**src/rtl/mw_pkg.sv**
```systemverilog
// mw_pkg: shared state encoding, stage entry type and time limits for microwave_sequencer
package mw_pkg;
  localparam int SEC_MAX = 59;
  localparam int MIN_MAX = 99;
  localparam int PWR_W = 8;
  typedef enum logic [1:0] {IDLE = 2'd0, RUN = 2'd1, PAUSE = 2'd2, DONE = 2'd3} mw_state_e;
  typedef struct packed {
    logic [6:0]       min;
    logic [5:0]       sec;
    logic [PWR_W-1:0] pwr;
  } stage_t;
endpackage

```
**src/rtl/mw_if.sv**
```systemverilog
// mw_if: program entry, buttons/sensors in; state, stage, remaining time, magnetron and buzzer out
// master: keypad/program side (drives prog_*, start_stop, cancel, door_open); slave: sequencer
// MW_CHILD_LOCK_EN adds the locked status output
interface mw_if #(parameter int NUM_STAGES = 4, parameter int POWER_MAX = 10);
  localparam int IW = NUM_STAGES > 1 ? $clog2(NUM_STAGES) : 1;
  localparam int CW = $clog2(NUM_STAGES + 1);
  localparam int PW = $clog2(POWER_MAX + 1);
  logic          prog_we;
  logic [IW-1:0] prog_idx;
  logic [6:0]    prog_min;
  logic [5:0]    prog_sec;
  logic [PW-1:0] prog_pwr;
  logic [CW-1:0] prog_count;
  logic          start_stop, cancel, door_open;
  logic [1:0]    state_o;
  logic [IW-1:0] stage_idx;
  logic [6:0]    rem_min;
  logic [5:0]    rem_sec;
  logic          mag_control, buzzer;
`ifdef MW_CHILD_LOCK_EN
  logic          locked;
  modport master(output prog_we, prog_idx, prog_min, prog_sec, prog_pwr, prog_count, start_stop, cancel, door_open,
                 input state_o, stage_idx, rem_min, rem_sec, mag_control, buzzer, locked);
  modport slave(input prog_we, prog_idx, prog_min, prog_sec, prog_pwr, prog_count, start_stop, cancel, door_open,
                output state_o, stage_idx, rem_min, rem_sec, mag_control, buzzer, locked);
`else
  modport master(output prog_we, prog_idx, prog_min, prog_sec, prog_pwr, prog_count, start_stop, cancel, door_open,
                 input state_o, stage_idx, rem_min, rem_sec, mag_control, buzzer);
  modport slave(input prog_we, prog_idx, prog_min, prog_sec, prog_pwr, prog_count, start_stop, cancel, door_open,
                output state_o, stage_idx, rem_min, rem_sec, mag_control, buzzer);
`endif
endinterface

```
**src/rtl/mw_tick_gen.sv**
```systemverilog
// mw_tick_gen: prescaler emitting a 1-cycle tick every DIV enabled cycles; clr zeroes the phase
// ports: clk, rst (async active-low), en, clr -> tick
module mw_tick_gen #(parameter int DIV = 50_000_000) (
  input  logic clk,
  input  logic rst,
  input  logic en,
  input  logic clr,
  output logic tick
);
  localparam int W = $clog2(DIV);
  logic [W-1:0] cnt_q, cnt_d;
  assign tick = en & ~clr & (cnt_q == W'(DIV - 1));
  always_comb cnt_d = (clr | tick) ? '0 : en ? cnt_q + 1'b1 : cnt_q;
  always_ff @(posedge clk or negedge rst)
    if (!rst) cnt_q <= '0;
    else cnt_q <= cnt_d;
endmodule

```
**src/rtl/microwave_sequencer.sv**
```systemverilog
// microwave_sequencer: multi-stage cook sequencer with duty-cycled magnetron, door interlock and end buzzer
// ports: clk, rst (async active-low), bus (mw_if.slave); MW_CHILD_LOCK_EN enables the start-hold child lock
module microwave_sequencer
  import mw_pkg::*;
#(
  parameter int NUM_STAGES = 4,
  parameter int TICK_DIV   = 50_000_000,
  parameter int POWER_MAX  = 10,
  parameter int BEEP_COUNT = 3
) (
  input logic clk,
  input logic rst,
  mw_if.slave bus
);
  localparam int IW = NUM_STAGES > 1 ? $clog2(NUM_STAGES) : 1;
  localparam int CW = $clog2(NUM_STAGES + 1);
  localparam int PW = $clog2(POWER_MAX + 1);
  localparam int BW = $clog2(2 * BEEP_COUNT + 1);
  mw_state_e     state_q, state_d;
  stage_t        ram_q [NUM_STAGES];
  stage_t        ram_d [NUM_STAGES];
  logic [IW-1:0] idx_q, idx_d, nxt_idx;
  logic [CW-1:0] count_q, count_d;
  logic [6:0]    min_q, min_d;
  logic [5:0]    sec_q, sec_d;
  logic [PW-1:0] duty_q, duty_d;
  logic [BW-1:0] beep_q, beep_d;
  logic          start_q, start_edge, rem_nz, last, run_go, to_done, tick_en, tick_clr, tick, lock;
  assign start_edge = bus.start_stop & ~start_q;
  assign rem_nz     = |{min_q, sec_q};
  assign last       = CW'(idx_q) + CW'(1) >= count_q;
  assign nxt_idx    = idx_q + 1'b1;
  // prescaler freezes while door/start pre-empt the tick and during 00:00 advance cycles
  assign run_go     = (state_q == RUN) & ~bus.door_open & ~start_edge & rem_nz;
  assign to_done    = (state_q == RUN) & ~bus.door_open & ~start_edge & ~rem_nz & last;
`ifdef MW_CHILD_LOCK_EN
  logic       lock_q, lock_d;
  logic [1:0] hold_q, hold_d;
  assign lock       = lock_q;
  assign bus.locked = lock_q;
  // in IDLE the prescaler times how long start_stop is held; the press edge restarts the phase
  assign tick_en    = run_go | (state_q == DONE) | ((state_q == IDLE) & bus.start_stop);
  assign tick_clr   = bus.cancel | to_done | ((state_q == IDLE) & (~bus.start_stop | start_edge));
  always_comb begin
    hold_d = ((state_q == IDLE) & bus.start_stop & ~bus.cancel) ? hold_q + ((tick & (hold_q != 2'd3)) ? 2'd1 : 2'd0) : 2'd0;
    lock_d = lock_q ^ ((state_q == IDLE) & tick & (hold_q == 2'd2));
  end
  always_ff @(posedge clk or negedge rst)
    if (!rst) begin
      lock_q <= 1'b0;
      hold_q <= '0;
    end else begin
      lock_q <= lock_d;
      hold_q <= hold_d;
    end
`else
  assign lock     = 1'b0;
  assign tick_en  = run_go | (state_q == DONE);
  assign tick_clr = bus.cancel | to_done | (state_q == IDLE);
`endif
  mw_tick_gen #(.DIV(TICK_DIV)) u_tick (.clk(clk), .rst(rst), .en(tick_en), .clr(tick_clr), .tick(tick));
  always_comb begin
    state_d = state_q;
    ram_d   = ram_q;
    idx_d   = idx_q;
    count_d = count_q;
    min_d   = min_q;
    sec_d   = sec_q;
    duty_d  = duty_q;
    beep_d  = beep_q;
    if (bus.cancel) state_d = IDLE;
    else case (state_q)
      IDLE: begin
        idx_d = '0;
        min_d = ram_q[0].min;
        sec_d = ram_q[0].sec;
        if (bus.prog_we & ~lock)
          ram_d[bus.prog_idx] = '{min: (bus.prog_min > 7'(MIN_MAX)) ? 7'(MIN_MAX) : bus.prog_min,
                                  sec: (bus.prog_sec > 6'(SEC_MAX)) ? 6'(SEC_MAX) : bus.prog_sec,
                                  pwr: PWR_W'(bus.prog_pwr)};
        if (start_edge & ~lock & ~bus.door_open & (bus.prog_count != '0) & (bus.prog_count <= CW'(NUM_STAGES))) begin
          state_d = RUN;
          count_d = bus.prog_count;
          duty_d  = '0;
        end
      end
      RUN:
        if (bus.door_open | start_edge) state_d = PAUSE;
        else if (!rem_nz) begin
          if (last) begin
            state_d = DONE;
            beep_d  = '0;
          end else begin
            idx_d  = nxt_idx;
            min_d  = ram_q[nxt_idx].min;
            sec_d  = ram_q[nxt_idx].sec;
            duty_d = '0;
          end
        end else if (tick) begin
          duty_d = (duty_q == PW'(POWER_MAX - 1)) ? '0 : duty_q + 1'b1;
          min_d  = (sec_q == '0) ? min_q - 1'b1 : min_q;
          sec_d  = (sec_q == '0) ? 6'(SEC_MAX) : sec_q - 1'b1;
        end
      PAUSE:
        if (start_edge & ~bus.door_open) state_d = RUN;
      default:
        if (start_edge | bus.door_open) state_d = IDLE;
        else if (tick) begin
          beep_d = beep_q + 1'b1;
          if (beep_q == BW'(2 * BEEP_COUNT - 1)) state_d = IDLE;
        end
    endcase
  end
  always_ff @(posedge clk or negedge rst)
    if (!rst) begin
      state_q <= IDLE;
      ram_q   <= '{default: '0};
      idx_q   <= '0;
      count_q <= '0;
      min_q   <= '0;
      sec_q   <= '0;
      duty_q  <= '0;
      beep_q  <= '0;
      start_q <= 1'b0;
    end else begin
      state_q <= state_d;
      ram_q   <= ram_d;
      idx_q   <= idx_d;
      count_q <= count_d;
      min_q   <= min_d;
      sec_q   <= sec_d;
      duty_q  <= duty_d;
      beep_q  <= beep_d;
      start_q <= bus.start_stop;
    end
  assign bus.state_o     = state_q;
  assign bus.stage_idx   = idx_q;
  assign bus.rem_min     = min_q;
  assign bus.rem_sec     = sec_q;
  // door_open enters combinationally so the magnetron drops in the same cycle
  assign bus.mag_control = (state_q == RUN) & (PWR_W'(duty_q) < ram_q[idx_q].pwr) & ~bus.door_open;
  assign bus.buzzer      = (state_q == DONE) & ~beep_q[0];
endmodule

```
**src/flat_wrapper.sv**
```systemverilog
// flat-port wrapper written by rule: the top's interface ports become plain ports
module microwave_sequencer_flat import mw_pkg::*;
#(
  parameter int NUM_STAGES = 4,
  parameter int TICK_DIV   = 50_000_000,
  parameter int POWER_MAX  = 10,
  parameter int BEEP_COUNT = 3
)
  (clk, rst, bus_prog_we, bus_prog_idx, bus_prog_min, bus_prog_sec, bus_prog_pwr, bus_prog_count, bus_start_stop, bus_cancel, bus_door_open, bus_state_o, bus_stage_idx, bus_rem_min, bus_rem_sec, bus_mag_control, bus_buzzer);
  mw_if #(.NUM_STAGES(NUM_STAGES), .POWER_MAX(POWER_MAX)) bus_i ();
  input logic clk;
  input logic rst;
  input wire logic [$bits(bus_i.prog_we)-1:0] bus_prog_we;
  input wire logic [$bits(bus_i.prog_idx)-1:0] bus_prog_idx;
  input wire logic [$bits(bus_i.prog_min)-1:0] bus_prog_min;
  input wire logic [$bits(bus_i.prog_sec)-1:0] bus_prog_sec;
  input wire logic [$bits(bus_i.prog_pwr)-1:0] bus_prog_pwr;
  input wire logic [$bits(bus_i.prog_count)-1:0] bus_prog_count;
  input wire logic [$bits(bus_i.start_stop)-1:0] bus_start_stop;
  input wire logic [$bits(bus_i.cancel)-1:0] bus_cancel;
  input wire logic [$bits(bus_i.door_open)-1:0] bus_door_open;
  output wire logic [$bits(bus_i.state_o)-1:0] bus_state_o;
  output wire logic [$bits(bus_i.stage_idx)-1:0] bus_stage_idx;
  output wire logic [$bits(bus_i.rem_min)-1:0] bus_rem_min;
  output wire logic [$bits(bus_i.rem_sec)-1:0] bus_rem_sec;
  output wire logic [$bits(bus_i.mag_control)-1:0] bus_mag_control;
  output wire logic [$bits(bus_i.buzzer)-1:0] bus_buzzer;
  assign bus_i.prog_we = bus_prog_we;
  assign bus_i.prog_idx = bus_prog_idx;
  assign bus_i.prog_min = bus_prog_min;
  assign bus_i.prog_sec = bus_prog_sec;
  assign bus_i.prog_pwr = bus_prog_pwr;
  assign bus_i.prog_count = bus_prog_count;
  assign bus_i.start_stop = bus_start_stop;
  assign bus_i.cancel = bus_cancel;
  assign bus_i.door_open = bus_door_open;
  assign bus_state_o = bus_i.state_o;
  assign bus_stage_idx = bus_i.stage_idx;
  assign bus_rem_min = bus_i.rem_min;
  assign bus_rem_sec = bus_i.rem_sec;
  assign bus_mag_control = bus_i.mag_control;
  assign bus_buzzer = bus_i.buzzer;
  microwave_sequencer #(.NUM_STAGES(NUM_STAGES), .TICK_DIV(TICK_DIV), .POWER_MAX(POWER_MAX), .BEEP_COUNT(BEEP_COUNT)) u_core (.clk(clk), .rst(rst), .bus(bus_i));
endmodule
```
**config.mk**
```make
export PLATFORM = sky130hd
export DESIGN_NAME = microwave_sequencer_flat
export DESIGN_NICKNAME = d
export VERILOG_FILES = /design/src/rtl/mw_pkg.sv /design/src/rtl/mw_if.sv /design/src/rtl/mw_tick_gen.sv /design/src/rtl/microwave_sequencer.sv /design/src/flat_wrapper.sv
export SDC_FILE = /design/constraint.sdc
export NUM_CORES = 1
export LEC_CHECK = 0
export ABC_AREA = 1
export BUFFER_PORTS_ARGS = -buffer_cell sky130_fd_sc_hd__clkbuf_2
export CORE_MARGIN = 2
export CORE_UTILIZATION = 55
export CTS_BUF_LIST = sky130_fd_sc_hd__clkbuf_4
export CTS_CLUSTER_SIZE = 10
export DETAILED_ROUTE_END_ITERATION = 10
export PLACE_DENSITY = 0.78
export SLEW_MARGIN = 15
export SYNTH_ARGS = -nofsm -noshare
export SYNTH_HDL_FRONTEND = slang
export SYNTH_HIERARCHICAL = 1
export SYNTH_SLANG_ARGS = --single-unit
```
**constraint.sdc**
```tcl
create_clock -name clk -period 3.4 [get_ports clk]
set_input_delay 0.34 -clock clk [delete_from_list [all_inputs] [get_ports clk]]
set_output_delay 0.34 -clock clk [all_outputs]
set_load 0.005 [all_outputs]
```
-- Word-level counts from Yosys, hierarchy flattened
Index checks and enable logic that the tools add are counted.
- bits in registers: 138
- bits of input ports: 28
- add/subtract/negate cells: 7
- order comparisons: 9
- equal/unequal tests: 18
- muxes and demuxes: 52
- bitwise gates (word level): 31
- reduce and logical (&&, ||, !) cells: 19
- operators by type and width (operator ; number):
    $bmux W21 S2 ; 2
    $bwmux W84 ; 1
    $mux W21 ; 3
    $mux W26 ; 2
    $demux W21 S2 ; 1
    $mux W7 ; 6
    $mux W6 ; 6
    $add A26 B1 Y26 const B ; 1
    $eq A26 B26 Y1 const B ; 1
    $mux W2 ; 12
    $mux W4 ; 6
    $reduce_and A6 Y1 ; 4
    $mux W8 ; 2
    $mux W3 ; 5
    $and A1 B1 Y1 ; 14
    $pmux W7 S2 ; 1
    $reduce_or A13 Y1 ; 1
    $pmux W6 S2 ; 1
    $reduce_bool A6 Y1 ; 2
    $reduce_and A5 Y1 ; 2
    $ge A3 B3 Y1 const B ; 3
    $ne A3 B3 Y1 const B ; 3
    $not A1 Y1 ; 9
    $not A2 Y3 ; 3
    33 further kinds ; 45

-- Logic depth before layout (Yosys ltp)
- word-level depth: 15
- gate-level depth with buffers: 22

-- Cells and area by module
The synthesis kept the hierarchy.
- modules (own cells, without submodules) (module ; instances ; cells an instance ; area an instance (um2) ; seq. area each (um2)):
    microwave_sequencer ; 1 ; 752 ; 5564.1 ; 2402.3
    mw_tick_gen ; 1 ; 288 ; 1888.1 ; 650.6

-- Worst setup path after synthesis
Ideal clock, no wire load.
- path type: reg-to-reg
- from: register u_core.idx_q[1] (netlist: u_core/bus.stage_idx[1])
- to: register u_core.beep_q[2]
- setup time: 0.127 ns
- arrival time: 2.695 ns
- setup slack: 0.578 ns
- cell stages (with the launch flop): 21
- buffers on the path: 0
- period minus slack after synthesis: 2.822 ns
- path through: dfrtp_1 ha_1 ha_1 nand2_1 inv_1 o21ai_0 nand2_1 nand2_1 inv_1 nand2_2 o21ai_0 inv_2 nand2_1 nor2_2 nand3_1 nor2_2 inv_1 o21ai_0 nand3_2 nand2_1 o21ai_0
- longest elaborated chain between the ends: 10
- elaborated cells between the ends (all ways): 11
- those cells by class: 1 x add/sub; 1 x order compare; 1 x eq/ne; 6 x bitwise; 2 x reduce/logical
- ends and longest elaborated chain (element ; line ; text):
    start: declaration ; microwave_sequencer.sv:22 ; logic [IW-1:0] idx_q, idx_d, nxt_idx;
    start signal: assignment ; microwave_sequencer.sv:128 ; idx_q <= idx_d;
    $add A2 B1 Y3 ; microwave_sequencer.sv:31 ; assign last = CW'(idx_q) + CW'(1) >= count_q;
    $ge A3 B3 Y1 ; microwave_sequencer.sv:31 ;
    $and A1 B1 Y1 ; microwave_sequencer.sv:35 ; assign to_done = (state_q == RUN) & ~bus.door_open & ~start_edge & ~rem_nz & last;
    $or A1 B1 Y1 (2 in a row) ; microwave_sequencer.sv:59 ; assign tick_clr = bus.cancel | to_done | (state_q == IDLE);
    via u_core.tick_clr ; microwave_sequencer.sv:28 ; logic start_q, start_edge, rem_nz, last, run_go, to_done, tick_en, tick_clr, tick, lock;
    $not A1 Y1 ; mw_tick_gen.sv:12 ; assign tick = en & ~clr & (cnt_q == W'(DIV - 1));
    $and A1 B1 Y1 (2 in a row) ; mw_tick_gen.sv:12 ;
    via u_core.tick ; microwave_sequencer.sv:28 ;
    $reduce_bool A2 Y1 (no source line) ; - ;
    $reduce_and A6 Y1 (no source line) ; - ;
    end signal: assignment ; microwave_sequencer.sv:133 ; beep_q <= beep_d;
    end: declaration ; microwave_sequencer.sv:27 ; logic [BW-1:0] beep_q, beep_d;
The timed path passes the listed nets, and every way through them passes these cells.
A chain may end at the register's enable or synchronous reset.

-- Worst setup path in the final report
- from: register u_core.idx_q[1] (netlist: u_core/bus.stage_idx[1])
- to: register u_core.state_q[0] (netlist: u_core/bus.state_o[0])
- longest elaborated chain between the ends: 10
- elaborated cells between the ends (all ways): 11
- those cells by class: 1 x add/sub; 1 x order compare; 1 x eq/ne; 6 x bitwise; 2 x reduce/logical
- ends and longest elaborated chain (element ; line ; text):
    $add A2 B1 Y3 ; microwave_sequencer.sv:31 ;
    $ge A3 B3 Y1 ; microwave_sequencer.sv:31 ;
    $and A1 B1 Y1 ; microwave_sequencer.sv:35 ;
    $or A1 B1 Y1 (2 in a row) ; microwave_sequencer.sv:59 ;
    via u_core.tick_clr ; microwave_sequencer.sv:28 ;
    $not A1 Y1 ; mw_tick_gen.sv:12 ;
    $and A1 B1 Y1 (2 in a row) ; mw_tick_gen.sv:12 ;
    via u_core.tick ; microwave_sequencer.sv:28 ;
    $reduce_bool A6 Y1 (no source line) ; - ;
    $reduce_and A6 Y1 (no source line) ; - ;
    end signal: assignment ; microwave_sequencer.sv:126 ; state_q <= state_d;
    end: declaration ; microwave_sequencer.sv:19 ; mw_state_e state_q, state_d;
The timed path passes the listed nets, and every way through them passes these cells.

==> run_summary.xml <==
<?xml version="1.0" encoding="UTF-8"?>
<metrics>
  <group name="timing">
    <metric name="timing.final.max_slew_violations" unit="">0</metric>
    <metric name="max_slew_margin" unit="">0.4593</metric>
    <metric name="grt_setup_unrepaired" unit="">no</metric>
    <metric name="hold_viol" unit="">0</metric>
    <metric name="finalSetupViolations" unit="">0</metric>
    <metric name="skew" unit="ns">0.02309</metric>
    <metric name="worst-slew-pin-transition" unit="ns">0.8110</metric>
    <metric name="holdWs" unit="ns">0.04617</metric>
    <metric name="setup_tns" unit="ns">0</metric>
    <metric name="final_period_minus_worst_setup_slack" unit="ns">3.084</metric>
    <metric name="final.period_utilization" unit="">0.9071</metric>
    <metric name="fmax" unit="GHz">0.3242</metric>
  </group>
  <group name="synthesis">
    <metric name="ys_ff_latch" unit="">122</metric>
    <metric name="cell_count_after_synthesis" unit="">1040</metric>
    <metric name="synth_fp_nets" unit="">1087</metric>
    <metric name="synth_sequential_area_ratio" unit="">0.4097</metric>
    <metric name="count_of_cell_types_in_the_netlist" unit="">38</metric>
    <metric name="syn_area" unit="sq mm">0.007452</metric>
    <metric name="yosys.area.top_type" unit="">dfrtp_1</metric>
    <metric name="netlist_top_cells_area" unit="">dfrtp_1 (41%), nand2_1 (18%), inv_1 (6.3%)</metric>
    <metric name="synth.yosys.warnings" unit="">6</metric>
    <metric name="synth_top_area_share" unit="">0.4097</metric>
    <metric name="synth.avg_cell_area" unit="sq um">7.166</metric>
  </group>
  <group name="route">
    <metric name="finalWirelength" unit="um">17660</metric>
    <metric name="drc" unit="">0</metric>
    <metric name="route.detailed.vias_per_inst" unit="">5.245</metric>
    <metric name="first_iter_violations" unit="">548</metric>
    <metric name="avgRoutedWirePerCell" unit="um">13.72</metric>
    <metric name="routed-via-count" unit="">6750</metric>
    <metric name="final_antenna_net_count" unit="">0</metric>
    <metric name="drtPass1Iterations" unit="">5</metric>
  </group>
  <group name="power">
    <metric name="clock_power_share" unit="">0.161</metric>
    <metric name="fraction_of_power_spent_switching_nets" unit="">0.4451</metric>
    <metric name="vdd_ir_drop_max" unit="uV">425.3</metric>
    <metric name="power.density_cell_area" unit="mW/mm^2">715.0</metric>
    <metric name="combPwrFrac" unit="">0.436</metric>
    <metric name="p_leak" unit="nW">4.142</metric>
    <metric name="power_frac_seq" unit="">0.403</metric>
    <metric name="internal_power" unit="mW">3.246</metric>
    <metric name="total_switching_power" unit="mW">2.604</metric>
  </group>
  <group name="setup_path">
    <metric name="cp_common_cell" unit="">nand2_1</metric>
    <metric name="cp_max_fo" unit="">8</metric>
    <metric name="crit_chain" unit="">ha_1 -&gt; ha_1 -&gt; nand2_1 -&gt; inv_1 -&gt; o21ai_0 -&gt; nand2_1 -&gt; nand2_2 -&gt; inv_1 -&gt; nand2_2 -&gt; o21ai_1 -&gt; inv_2 -&gt; nand2_1 -&gt; nor2_2 -&gt; nand3_1 -&gt; nor2_2 -&gt; inv_1 -&gt; nor2_1 -&gt; nor3_1 -&gt; nor2_1 -&gt; nand2_1 -&gt; nand2_1 -&gt; o21ai_0</metric>
    <metric name="reg2reg_slack" unit="ns">0.32</metric>
    <metric name="worst-setup-path-type" unit="">flop to flop</metric>
    <metric name="timing.critical_path.slowest_cell_delay" unit="ns">0.47</metric>
    <metric name="worstPathArrival" unit="ns">3.51</metric>
    <metric name="crit_buf_inv" unit="">4</metric>
    <metric name="cp_data_required_time" unit="ns">3.83</metric>
    <metric name="cpMaxStageDelayCell" unit="">dfrtp_2</metric>
    <metric name="startpoint_type" unit="">flop</metric>
    <metric name="cpLargestDelayFamily" unit="">simple AND/OR/NAND/NOR gates</metric>
    <metric name="crit_path_end_kind" unit="">flop</metric>
  </group>
  <group name="clock_tree">
    <metric name="max-clock-path-buffers" unit="">2</metric>
    <metric name="worstSkewPairLatency" unit="ns">0.55</metric>
    <metric name="numCtsBuffers" unit="">17</metric>
    <metric name="clock_transition_at_the_registers_of_the_reported_paths" unit="ns">0.12</metric>
    <metric name="cts_root_buffer_type" unit="">clkbuf_4</metric>
    <metric name="htree_levels" unit="">4</metric>
    <metric name="clock_sink_count" unit="">122</metric>
    <metric name="cts_tree" unit="">done</metric>
  </group>
  <group name="cells_and_area">
    <metric name="drive_above_1_share" unit="">0.1461</metric>
    <metric name="area.growth.synth_to_final" unit="%">9.788</metric>
    <metric name="final_nets" unit="">1144</metric>
    <metric name="fillCellCount" unit="">1258</metric>
  </group>
  <group name="floorplanning">
    <metric name="io_pins" unit="">47</metric>
    <metric name="fp.dieArea" unit="sq mm">0.01450</metric>
    <metric name="width_of_the_chip" unit="um">120.4</metric>
    <metric name="initial_core_util" unit="">0.5627</metric>
    <metric name="std_cell_rows" unit="">42</metric>
    <metric name="dieHeight" unit="um">120.4</metric>
    <metric name="floorplan.core_area" unit="sq mm">0.01324</metric>
  </group>
  <group name="status">
    <metric name="outcome" unit="">finished, final reports clean</metric>
  </group>
  <group name="global_routing">
    <metric name="number_of_global_route_vias_before_repair" unit="">6352</metric>
    <metric name="leftover_overflow_at_the_end_of_global_routing" unit="">0</metric>
    <metric name="initial_antenna_violation_count" unit="">1</metric>
    <metric name="globalRouteTotalUtil" unit="">0.2654</metric>
    <metric name="grt_start_max_net_pins" unit="">63</metric>
    <metric name="first_pass_grt_wire_length" unit="um">30610</metric>
  </group>
  <group name="placement">
    <metric name="gpl.final_weighted_congestion" unit="">0.9092</metric>
    <metric name="portBuffers" unit="">46</metric>
    <metric name="place_hpwl" unit="um">12690</metric>
  </group>
  <group name="job">
    <metric name="drv_cap" unit="">0</metric>
  </group>
  <group name="min_path">
    <metric name="classification_of_the_worst_slack_hold_path" unit="">input port to flop</metric>
  </group>
</metrics>
## through the flow
stage	power [mW]	cells	cell area [sq um]	util	setup slack, ns
after CTS	5.847	1285	8169	0.6169	0.07375
after global routing	6.375	1287	8182	0.6178	0.002859
final	5.849	1287	8182	0.6178	0.3158
after global placement	4.808	1249	7864	0.5938	0.3828
after floorplan	4.148	1040	7452	-	0.5779
after detailed placement	4.884	1249	7864	0.5938	0.1378
## worst reg2reg max path: cells and delay by family (launching register included)
kind,cells,cell delay (ns)
buf+inv,4,0.33
fa+ha+maj,2,0.59
compound gates,3,0.26
flops,1,0.47
simple gates,13,1.31
## per-layer routing
layer  vias up  track usage  part of all wire
li1       3391            -                 -
met1      3124       0.3531              0.44
met2       196       0.4280              0.48
met3        39      0.05943             0.055
met4         0      0.09448             0.025
met5         -            0                 0
## cells in the final DEF, fill, tap and decap left out, drive strengths merged
master,netlist,layout
diode,0,2
and2,1,1
a21boi,1,1
bufinv,0,1
clkinvlp,0,2
o21bai,2,2
or2,4,4
inv,137,138
o211ai,6,6
dlygate4sd3,0,5
nand4,21,21
xor2,6,6
buf,21,14
nand2,375,375
ha,19,19
nand3b,4,4
mux2,7,7
nand3,70,70
o21ai,84,84
a21oi,27,27
xnor2,3,3
nor2,113,113
dfrtp,122,122
nor3,8,8
a31oi,2,2
nor3b,1,1
clkinv,1,11
clkbuf,5,62
## power by group through the flow
stage               Sequential (mW)  Combinational, mW  Clock (mW)
global route                   2.43               2.91        1.04
floorplan                      2.28               1.87           0
finish                         2.36               2.55       0.943
detailed placement             2.39               2.50           0
global placement               2.37               2.44           0
CTS                            2.36               2.52       0.969
## kinds of logic after synthesis
kind of cell / after synthesis / share of synthesized area
XOR/XNOR: 9 / 0.01058
AND/OR/NAND/NOR: 597 / 0.3638
adder cells (fa/ha/maj): 19 / 0.03190
flip-flops: 122 / 0.4097
buffers and inverters: 164 / 0.08815
AO/OA/AOI/OAI: 122 / 0.08529
multiplexers: 7 / 0.01058
## timing repair
action / in CTS / in global routing
setup endpoints to repair: 0 / 18
buffers inserted: 0 / 0
hold buffers: 5 / 0
hold endpoints to repair: 62 / 0
gates resized for setup: 0 / 5
## state kept, by name (all words and copies together) (netlist names)
register / flops
u_core/beep_q: 3
u_core/start_q: 1
u_core/bus.stage_idx: 2
u_core/count_q: 3
u_core/ram_q: 68
u_core/bus.state_o: 2
u_core/duty_q: 4
u_core/u_tick/cnt_q: 26
u_core/bus.rem_min: 7
u_core/bus.rem_sec: 6
## area by class of cell
type,instances,area (sq um),area share
Antenna cell,2,5.005,0.0006117
Clock buffer,17,127.6,0.01560
Clock inverter,14,127.6,0.01560
Inverter,138,518.0,0.06331
Multi-Input combinational cell,754,3749,0.4582
Sequential cell,122,3054,0.3733
Tap cell,176,220.2,0.02692
Timing Repair Buffer,64,380.4,0.04649
## worst paths after layout
kind                                                     startpoint                                  end  depth (start not counted)
worst max-delay path            u_core/bus.stage_idx[1]$_DFFE_PN0P_    u_core/bus.state_o[0]$_DFFE_PN0P_                         22
worst min-delay path                                bus_prog_pwr[1]         u_core/ram_q[22]$_DFFE_PN0P_                          3
worst max register to register  u_core/bus.stage_idx[1]$_DFFE_PN0P_    u_core/bus.state_o[0]$_DFFE_PN0P_                         22
worst min register to register         u_core/ram_q[23]$_DFFE_PN0P_         u_core/ram_q[23]$_DFFE_PN0P_                          2
max in group asynchronous                                       rst  u_core/bus.stage_idx[1]$_DFFE_PN0P_                          3
min in group asynchronous                                       rst         u_core/ram_q[72]$_DFFE_PN0P_                          2
## synthesized netlist by cell type (all sizes together)
| master | count |
|---|---|
| mux2 | 7 |
| ha | 19 |
| nand3 | 70 |
| dfrtp | 122 |
| nand2 | 375 |
| a21boi | 1 |
| xor2 | 6 |
| nor3b | 1 |
| o211ai | 6 |
| a21oi | 27 |
| or2 | 4 |
| and2 | 1 |
| clkbuf | 5 |
| nand3b | 4 |
| inv | 137 |
| clkinv | 1 |
| nor2 | 113 |
| o21bai | 2 |
| o21ai | 84 |
| xnor2 | 3 |
| nand4 | 21 |
| buf | 21 |
| nor3 | 8 |
| a31oi | 2 |
(Power assumes the default switching activity.)
